--- src/rtl/bambu_uart_pkg.sv ---
`default_nettype none
// +--------------------------------------------------------------------+
// | bambu_uart_pkg                                                     |
// | Shared UART constants: one-hot FSM encoding and parity modes.      |
// | Rev 1.0 - initial release                                          |
// +--------------------------------------------------------------------+
package bambu_uart_pkg;

    localparam int c_state_w = 5;

    localparam logic [c_state_w-1:0] c_st_idle   = 5'b00001;
    localparam logic [c_state_w-1:0] c_st_start  = 5'b00010;
    localparam logic [c_state_w-1:0] c_st_data   = 5'b00100;
    localparam logic [c_state_w-1:0] c_st_parity = 5'b01000;
    localparam logic [c_state_w-1:0] c_st_stop   = 5'b10000;

    localparam int c_parity_none = 0;
    localparam int c_parity_odd  = 1;
    localparam int c_parity_even = 2;

    // Odd parity makes the total count of ones (data + parity) odd.
    function automatic logic parity_bit(input logic [7:0] data, input int mode);
        return (mode == c_parity_odd) ? ~^data : ^data;
    endfunction

endpackage
`default_nettype wire

--- src/rtl/bambu_baud_tick.sv ---
`default_nettype none
// +--------------------------------------------------------------------+
// | bambu_baud_tick                                                    |
// | Free-running 0..CLKS_PER_BIT-1 counter with sync clear; bit_tick   |
// | marks the last cycle of each bit period.                           |
// | Rev 1.0 - initial release                                          |
// +--------------------------------------------------------------------+
module bambu_baud_tick #(
    parameter int CLKS_PER_BIT = 868
) (
    input  logic clock,
    input  logic reset,
    input  logic i_clear,
    output logic o_bit_tick
);

    localparam int c_cnt_w = (CLKS_PER_BIT > 1) ? $clog2(CLKS_PER_BIT) : 1;
    localparam logic [c_cnt_w-1:0] c_last = c_cnt_w'(CLKS_PER_BIT - 1);
    localparam logic [c_cnt_w-1:0] c_one  = c_cnt_w'(1);

    logic [c_cnt_w-1:0] r_count;

    always_ff @(posedge clock) begin
        if (reset || i_clear) begin
            r_count <= '0;
        end else if (r_count == c_last) begin
            r_count <= '0;
        end else begin
            r_count <= r_count + c_one;
        end
    end

    assign o_bit_tick = (r_count == c_last);

endmodule
`default_nettype wire

--- src/rtl/bambu_uart_tx.sv ---
`default_nettype none
// +--------------------------------------------------------------------+
// | bambu_uart_tx                                                      |
// | UART transmitter with one-byte holding register; frames chain with |
// | no idle gap while the holding register is refilled in time.        |
// | Rev 1.0 - initial release                                          |
// +--------------------------------------------------------------------+
module bambu_uart_tx
    import bambu_uart_pkg::*;
#(
    parameter int CLKS_PER_BIT = 868,
    parameter int PARITY       = 0,
    parameter int STOP_BITS    = 1
) (
    input  logic       clock,
    input  logic       reset,
    input  logic [7:0] TX_DATA,
    input  logic       TX_ENABLE,
    output logic       TX_READY,
    output logic       tx,
    output logic       busy,
    output logic       overrun
);

    localparam logic [2:0] c_stop_last = 3'(STOP_BITS - 1);
    localparam logic [2:0] c_bit_last  = 3'd7;

    logic [c_state_w-1:0] r_state;
    logic [c_state_w-1:0] w_state_nxt;
    logic                 r_tx;
    logic                 w_tx_nxt;
    logic [7:0]           r_shift;
    logic [7:0]           w_shift_nxt;
    logic [2:0]           r_bit_idx;
    logic [2:0]           w_bit_idx_nxt;
    logic                 r_par;
    logic                 w_par_nxt;
    logic [7:0]           r_hold;
    logic                 r_hold_valid;
    logic                 r_ready;
    logic                 r_overrun;
    logic                 w_load;
    logic                 w_bit_tick;
    logic                 w_baud_clear;

    // Counter sits at zero while idle so a fresh start bit gets a full period.
    assign w_baud_clear = (r_state == c_st_idle);

    bambu_baud_tick #(
        .CLKS_PER_BIT (CLKS_PER_BIT)
    ) u_baud_tick (
        .clock      (clock),
        .reset      (reset),
        .i_clear    (w_baud_clear),
        .o_bit_tick (w_bit_tick)
    );

    always_ff @(posedge clock) begin
        if (reset) begin
            r_state      <= c_st_idle;
            r_tx         <= 1'b1;
            r_shift      <= '0;
            r_bit_idx    <= '0;
            r_par        <= 1'b0;
            r_hold       <= '0;
            r_hold_valid <= 1'b0;
            r_ready      <= 1'b1;
            r_overrun    <= 1'b0;
        end else begin
            r_state   <= w_state_nxt;
            r_tx      <= w_tx_nxt;
            r_shift   <= w_shift_nxt;
            r_bit_idx <= w_bit_idx_nxt;
            r_par     <= w_par_nxt;
            if (w_load) begin
                r_hold_valid <= 1'b0;
                r_ready      <= 1'b1;
            end
            // A drain implies ready is low, so accept and drain never collide.
            if (TX_ENABLE) begin
                if (r_ready) begin
                    r_hold       <= TX_DATA;
                    r_hold_valid <= 1'b1;
                    r_ready      <= 1'b0;
                end else begin
                    r_overrun <= 1'b1;
                end
            end
        end
    end

    always_comb begin
        w_state_nxt = r_state;
        w_load      = 1'b0;
        case (r_state)
            c_st_idle: begin
                if (r_hold_valid) begin
                    w_load      = 1'b1;
                    w_state_nxt = c_st_start;
                end
            end
            c_st_start: begin
                if (w_bit_tick) w_state_nxt = c_st_data;
            end
            c_st_data: begin
                if (w_bit_tick && (r_bit_idx == c_bit_last)) begin
                    w_state_nxt = (PARITY != c_parity_none) ? c_st_parity : c_st_stop;
                end
            end
            c_st_parity: begin
                if (w_bit_tick) w_state_nxt = c_st_stop;
            end
            c_st_stop: begin
                if (w_bit_tick && (r_bit_idx == c_stop_last)) begin
                    if (r_hold_valid) begin
                        w_load      = 1'b1;
                        w_state_nxt = c_st_start;
                    end else begin
                        w_state_nxt = c_st_idle;
                    end
                end
            end
            default: w_state_nxt = c_st_idle;
        endcase
    end

    always_comb begin
        w_tx_nxt      = r_tx;
        w_shift_nxt   = r_shift;
        w_bit_idx_nxt = r_bit_idx;
        w_par_nxt     = r_par;
        if (w_load) begin
            w_shift_nxt   = r_hold;
            w_par_nxt     = parity_bit(r_hold, PARITY);
            w_bit_idx_nxt = '0;
            w_tx_nxt      = 1'b0;
        end else begin
            case (r_state)
                c_st_idle: w_tx_nxt = 1'b1;
                c_st_start: begin
                    if (w_bit_tick) begin
                        w_tx_nxt      = r_shift[0];
                        w_bit_idx_nxt = '0;
                    end
                end
                c_st_data: begin
                    if (w_bit_tick) begin
                        if (r_bit_idx == c_bit_last) begin
                            w_tx_nxt      = (PARITY != c_parity_none) ? r_par : 1'b1;
                            w_bit_idx_nxt = '0;
                        end else begin
                            w_tx_nxt      = r_shift[1];
                            w_shift_nxt   = {1'b0, r_shift[7:1]};
                            w_bit_idx_nxt = r_bit_idx + 3'd1;
                        end
                    end
                end
                c_st_parity: begin
                    if (w_bit_tick) begin
                        w_tx_nxt      = 1'b1;
                        w_bit_idx_nxt = '0;
                    end
                end
                c_st_stop: begin
                    w_tx_nxt = 1'b1;
                    if (w_bit_tick) begin
                        w_bit_idx_nxt = (r_bit_idx == c_stop_last) ? 3'd0 : r_bit_idx + 3'd1;
                    end
                end
                default: w_tx_nxt = 1'b1;
            endcase
        end
    end

    // Ready drops during a strobe so upstream never sees a stale 1 the cycle after.
    assign TX_READY = r_ready & ~TX_ENABLE;
    assign tx       = r_tx;
    assign busy     = (r_state != c_st_idle) | r_hold_valid;
    assign overrun  = r_overrun;

endmodule
`default_nettype wire
--- config.mk ---
export PLATFORM = sky130hd
export DESIGN_NAME = bambu_uart_tx
export DESIGN_NICKNAME = d
export VERILOG_FILES = /design/src/rtl/bambu_uart_pkg.sv /design/src/rtl/bambu_baud_tick.sv /design/src/rtl/bambu_uart_tx.sv
export SDC_FILE = /design/constraint.sdc
export NUM_CORES = 1
export LEC_CHECK = 0
export ABC_CLOCK_PERIOD_IN_PS = 2000
export CORE_MARGIN = 2
export CORE_UTILIZATION = 51
export DETAILED_ROUTE_END_ITERATION = 8
export PLACE_DENSITY = 0.72
export REMOVE_ABC_BUFFERS = 1
export SLEW_MARGIN = 25
export SYNTH_ARGS = -nofsm -noshare
export SYNTH_HDL_FRONTEND = slang
export SYNTH_SLANG_ARGS = --single-unit
--- constraint.sdc ---
create_clock -name clock -period 2 [get_ports clock]
set_input_delay 0.6 -clock clock [delete_from_list [all_inputs] [get_ports clock]]
set_output_delay 0.6 -clock clock [all_outputs]
set_load 0.02 [all_outputs]
Yosys cells after proc, flatten, opt, wreduce, memory -nomap -nowiden
Index checks and enable logic that the tools add are counted.
- reduce and logical (&&, ||, !) cells: 16
- $add $sub $neg: 2
- eq/ne operators: 20
- muxes and demuxes: 32
- bitwise gates (word level): 4
- operators by type and width (operator ; number):
    2-to-1 mux 8 bit ; 4
    2-to-1 mux 5 bit ; 5
    case mux 5 bit (5 select lines) ; 1
    != test 2 bit (second input constant) ; 8
    2-to-1 mux 3 bit ; 5
    2-to-1 mux 1 bit ; 13
    adder 10 x 1 -> 10 bit (second input constant) ; 1
    equality test 10 bit (second input constant) ; 1
    != test 3 bit (second input constant) ; 3
    case mux 3 bit (3 select lines) ; 1
    AND reduction 3 bit ; 2
    OR reduction 2 bit ; 3
    equality test 5 x 1 -> 1 bit (second input constant) ; 1
    equality test 5 x 2 -> 1 bit (second input constant) ; 1
    equality test 5 x 3 -> 1 bit (second input constant) ; 1
    equality test 5 x 4 -> 1 bit (second input constant) ; 1
    equality test 5 bit (second input constant) ; 1
    != test 5 x 1 -> 1 bit (second input constant) ; 1
    AND reduction 5 bit ; 1
    AND reduction 2 bit ; 2
    AND reduction 4 bit ; 1
    nonzero test 2 bit ; 2
    adder 3 x 1 -> 3 bit (second input constant) ; 1
    equality test 3 bit (second input constant) ; 1
    other kinds (11) ; 13
- flip-flop bits (word level): 38
- input bits: 11

Depth between registers and ports, before layout
- word-level depth: 7
- depth in mapped cells: 8
- depth with buffers taken out: 7

By module
From an unflattened synthesis, not the netlist that was laid out.
- cell total of the unflattened synthesis: 213
- area total of the unflattened synthesis: 1919.3 um^2
- modules (own cells, without submodules) (module ; seq. area each (um^2) ; area an instance (um^2) ; times used ; cells an instance):
    bambu_uart_tx ; 540.5 ; 1465.2 ; 1 ; 160
    bambu_baud_tick ; 200.2 ; 454.2 ; 1 ; 53

Least setup slack after synthesis
Ideal clock, no wire load.
- kind: reg-to-reg
- start point: register r_bit_idx[0]
- end point: register r_shift[0]
- path slack: 18 ps
- stages on the path, launching flop included: 9
- library setup time: 142 ps
- arrival: 1841 ps
- buffers on the path: 1
- cells stage by stage: dfxtp_1 ha_1 ha_1 or3b_1 nor4_2 and3_1 buf_6 mux2i_1 a211oi_2
- word-level cells in the longest chain between the ends: 6
- ends and longest elaborated chain (what ; RTL line ; RTL):
    from (decl) ; bambu_uart_tx.sv:34 ; logic [2:0] r_bit_idx;
    from (signal assigned) ; bambu_uart_tx.sv:73 ; r_bit_idx <= w_bit_idx_nxt;
    logical NOT 3 bit ; bambu_uart_tx.sv:114 ; if (w_bit_tick && (r_bit_idx == c_stop_last)) begin
    logical AND 1 bit ; bambu_uart_tx.sv:114 ;
    2-to-1 mux 1 bit ; bambu_uart_tx.sv:114 ;
    case mux 1 bit (2 select lines) ; bambu_uart_tx.sv:95 ; case (r_state)
    != test 2 bit (no source line) / nonzero test 2 bit (equally long branches) ; - ;
    AND reduction 3 bit (no source line) ; - ;
    to (signal assigned) ; bambu_uart_tx.sv:72 ; r_shift <= w_shift_nxt;
    to (decl) ; bambu_uart_tx.sv:32 ; logic [7:0] r_shift;
Parallel ways exist; a longest one is shown, timed or not.
A chain may end at the register's enable or synchronous reset.

Worst setup path in the final report
- start point: register r_state[2]
- end point: output port busy
- word-level cells in the longest chain between the ends: 2
- ends and longest elaborated chain (what ; RTL line ; RTL):
    from (decl) ; bambu_uart_tx.sv:28 ; logic [c_state_w-1:0] r_state;
    from (signal assigned) ; bambu_uart_tx.sv:60 ; r_state <= c_st_idle;
    from (signal assigned) ; bambu_uart_tx.sv:70 ; r_state <= w_state_nxt;
    != test 5 x 1 -> 1 bit ; bambu_uart_tx.sv:178 ; assign busy = (r_state != c_st_idle) | r_hold_valid;
    bitwise OR 1 bit ; bambu_uart_tx.sv:178 ;
    to (decl) ; bambu_uart_tx.sv:21 ; output logic busy,
Every way passes these cells.

==> results.sh <==
export IMPL_ys_seq_area_share_pct=40.5
export IMPL_clkPwrFrac_pct=15.3
export IMPL_drtAntennaViolNets=0
export IMPL_drive_above_1_share_pct=28.0
export IMPL_num_rows=21
export IMPL_fin_nets=264
export IMPL_violations="negative setup slack"
export IMPL_fmax_mhz=489
export IMPL_grt_total_usage_pct=21.3
export IMPL_wirelength_um=4210
export IMPL_clock_sinks=37
export IMPL_cts_tree="yes"
export IMPL_critPathLaunchType="flip-flop"
export IMPL_p_switching_mw=1.03
export IMPL_drt_first_pass_iters=4
export IMPL_synth_edf_count=0
export IMPL_dieWidth_um=63.9
export IMPL_gp_congestion=0.885
export IMPL_switching_share_pct=39.2
export IMPL_final_common_cell="dfxtp_1"
export IMPL_crit_path_end_kind="primary output"
export IMPL_cp_data_arrival_time_ns=1.44
export IMPL_netlist_instances=207
export IMPL_power_density_nw_per_um2=1110
export IMPL_cts_hold_fix_buffers=0
export IMPL_cts_htree_levels=2
export IMPL_final_setup_worst_slack_ns=-0.0430
export IMPL_cts_buffer_depth=2
export IMPL_final_cell_mix="33 x dfxtp_1, 30 x buf_4, 28 x nor2_1"
export IMPL_avgViaCountPerCell=5.52
export IMPL_clk_pin_slew_ns=0.12
export IMPL_synthArstFlopShare_pct=0
export IMPL_finalSetupViolCount=3
export IMPL_grt_max_degree=18
export IMPL_ys_seq_elements=37
export IMPL_combPwrFrac_pct=49.3
export IMPL_dp_cells=279
export IMPL_ys_flop_type="dfxtp_1"
export IMPL_antenna_cells=0
export IMPL_yosysWarnings=0
export IMPL_slew_limit_headroom_pct=78.9
export IMPL_drc=0
export IMPL_p_leak_nw=0.933
export IMPL_syn_avg_cell_area_sq_um=8.84
export IMPL_maxCapViolations=0
export IMPL_die_area_sq_um=4080
export IMPL_grt_pass1_vias=1592
export IMPL_post_place_ws_ns=-0.387
export IMPL_core_sq_um=3390
export IMPL_slew_viol_final=0
export IMPL_synth_cell_type_count=46
export IMPL_skew_ns=0.00881
export IMPL_drt_iter0_drc=124
export IMPL_wl_per_cell_um=14.2
export IMPL_vias=1635
export IMPL_grt_ovfl_total=0
export IMPL_area_growth_pct=28.9
export IMPL_dp_hpwl_um=2830
export IMPL_antenna_found_initial=0
export IMPL_worst_pin_slew_ns=0.309
export IMPL_intPower_mw=1.59
export IMPL_rsz0062_at_grt="true"
export IMPL_clk_latency_ns=0.35
export IMPL_status="finished, violations left"
export IMPL_critical_path_required_ns=1.40
export IMPL_cts_root_buf="clkbuf_4"
export IMPL_instances_no_fill=296
export IMPL_seqPwrFrac_pct=35.4
export IMPL_fin_crit_sh_pct=102
export IMPL_hp_class="flip-flop to flip-flop"
export IMPL_io_buffers=14
export IMPL_irDropWorstVdd_mv=0.676
export IMPL_min_period_ns=2.04
export IMPL_syn_area_sq_um=1830
export IMPL_worstSetupPathType="flip-flop to primary output"
export IMPL_cts_buffers=5
export IMPL_fp_dieH_um=63.9
export IMPL_worstPathMaxFanout=2
export IMPL_start_util_pct=54.0
export IMPL_grt_pass1_wl_um=6930
export IMPL_io_pins=15
export IMPL_hold_viol=0
## flip-flops by register name, indices dropped and copies added (netlist names)
register / cells
overrun: 1
r_hold_valid: 1
r_shift: 8
tx: 1
r_ready: 1
r_state: 4
u_baud_tick.r_count: 10
r_hold: 8
r_bit_idx: 3
## cells in the mapped netlist (all sizes together), types with 5 or more instances
cell type,number,area share (%)
xnor2,7,3.3
nor3b,6,2.7
a211oi,7,4.8
dfxtp,37,40
mux2i,11,6.0
nand3,7,1.9
buf,8,2.9
inv,5,1.0
a21oi,14,3.8
nor2,28,5.7
nand2,26,5.3
## worst paths after layout
path	startpoint	endpoint	slack (ns)	cells after the start
min reg2reg	r_hold[7]	r_hold[7]	0.47	2
max	r_state[2]	busy	-0.04	3
min	r_hold[7]	r_hold[7]	0.47	2
max reg2reg	r_bit_idx[1]	r_shift[3]	-0.01	7
## power groups by stage
stage	Sequential (mW)	Combinational, mW	Clock, mW
global route	0.939	1.40	0.426
finish	0.926	1.29	0.400
detailed placement	0.933	1.09	0
global placement	0.928	1.05	0
CTS	0.920	1.11	0.404
floorplan	0.985	0.618	0
## worst max-delay path, cell delays in order, from the launching register on
cell	delay (ns)
dfxtp_2	0.33
or2_1	0.26
or3_4	0.36
buf_6	0.14
## cell families (layout without fill, tap and decap cells)
group / after synthesis / count (layout) / synth area share, %
multiplexers: 11 / 11 / 6.02
buffers and inverters: 15 / 57 / 4.37
flip-flops: 37 / 37 / 40.5
AO/OA/AOI/OAI: 39 / 40 / 16.7
XOR/XNOR: 10 / 10 / 4.79
AND/OR/NAND/NOR: 91 / 91 / 24.9
adder cells (fa/ha/maj): 4 / 4 / 2.73
## layer usage
layer	share of wire (%)	vias up	global-route usage, %
li1	-	806	-
met1	43	776	25.2
met2	50	44	36.7
met3	5.2	9	5.99
met4	1.7	0	7.61
met5	0	-	0
## repair_timing
item                                    CTS  global route
pin swaps                                 6            11
gates cloned                              0             1
endpoints found under the setup margin   11            13
gates resized for setup                  21            12
buffers inserted                          4             5
## area by class of cell
class | count | area [sq um]
clock buffers | 5 | 37.5
clock inverters | 3 | 17.5
fillers | 269 | 1030
inverters | 5 | 18.8
multi-input cells | 156 | 1120
flip-flops and latches | 37 | 746
well taps | 46 | 57.6
repair buffers | 44 | 362
## per-stage QoR
stage | utilization [%] | TNS [ns] | total power [mW] | hold slack (ns) | cell area (sq um)
floorplan | - | -0.582 | 1.60 | 0.425 | 1770
global placement | 63.3 | -0.723 | 1.98 | 0.441 | 2140
detailed placement | 63.3 | -1.06 | 2.02 | 0.449 | 2140
CTS | 66.7 | -0.434 | 2.43 | 0.465 | 2260
global route | 69.6 | -0.286 | 2.77 | 0.483 | 2360
finish | 69.6 | -0.0554 | 2.61 | 0.468 | 2360
Power figures use the tool's default switching activity.
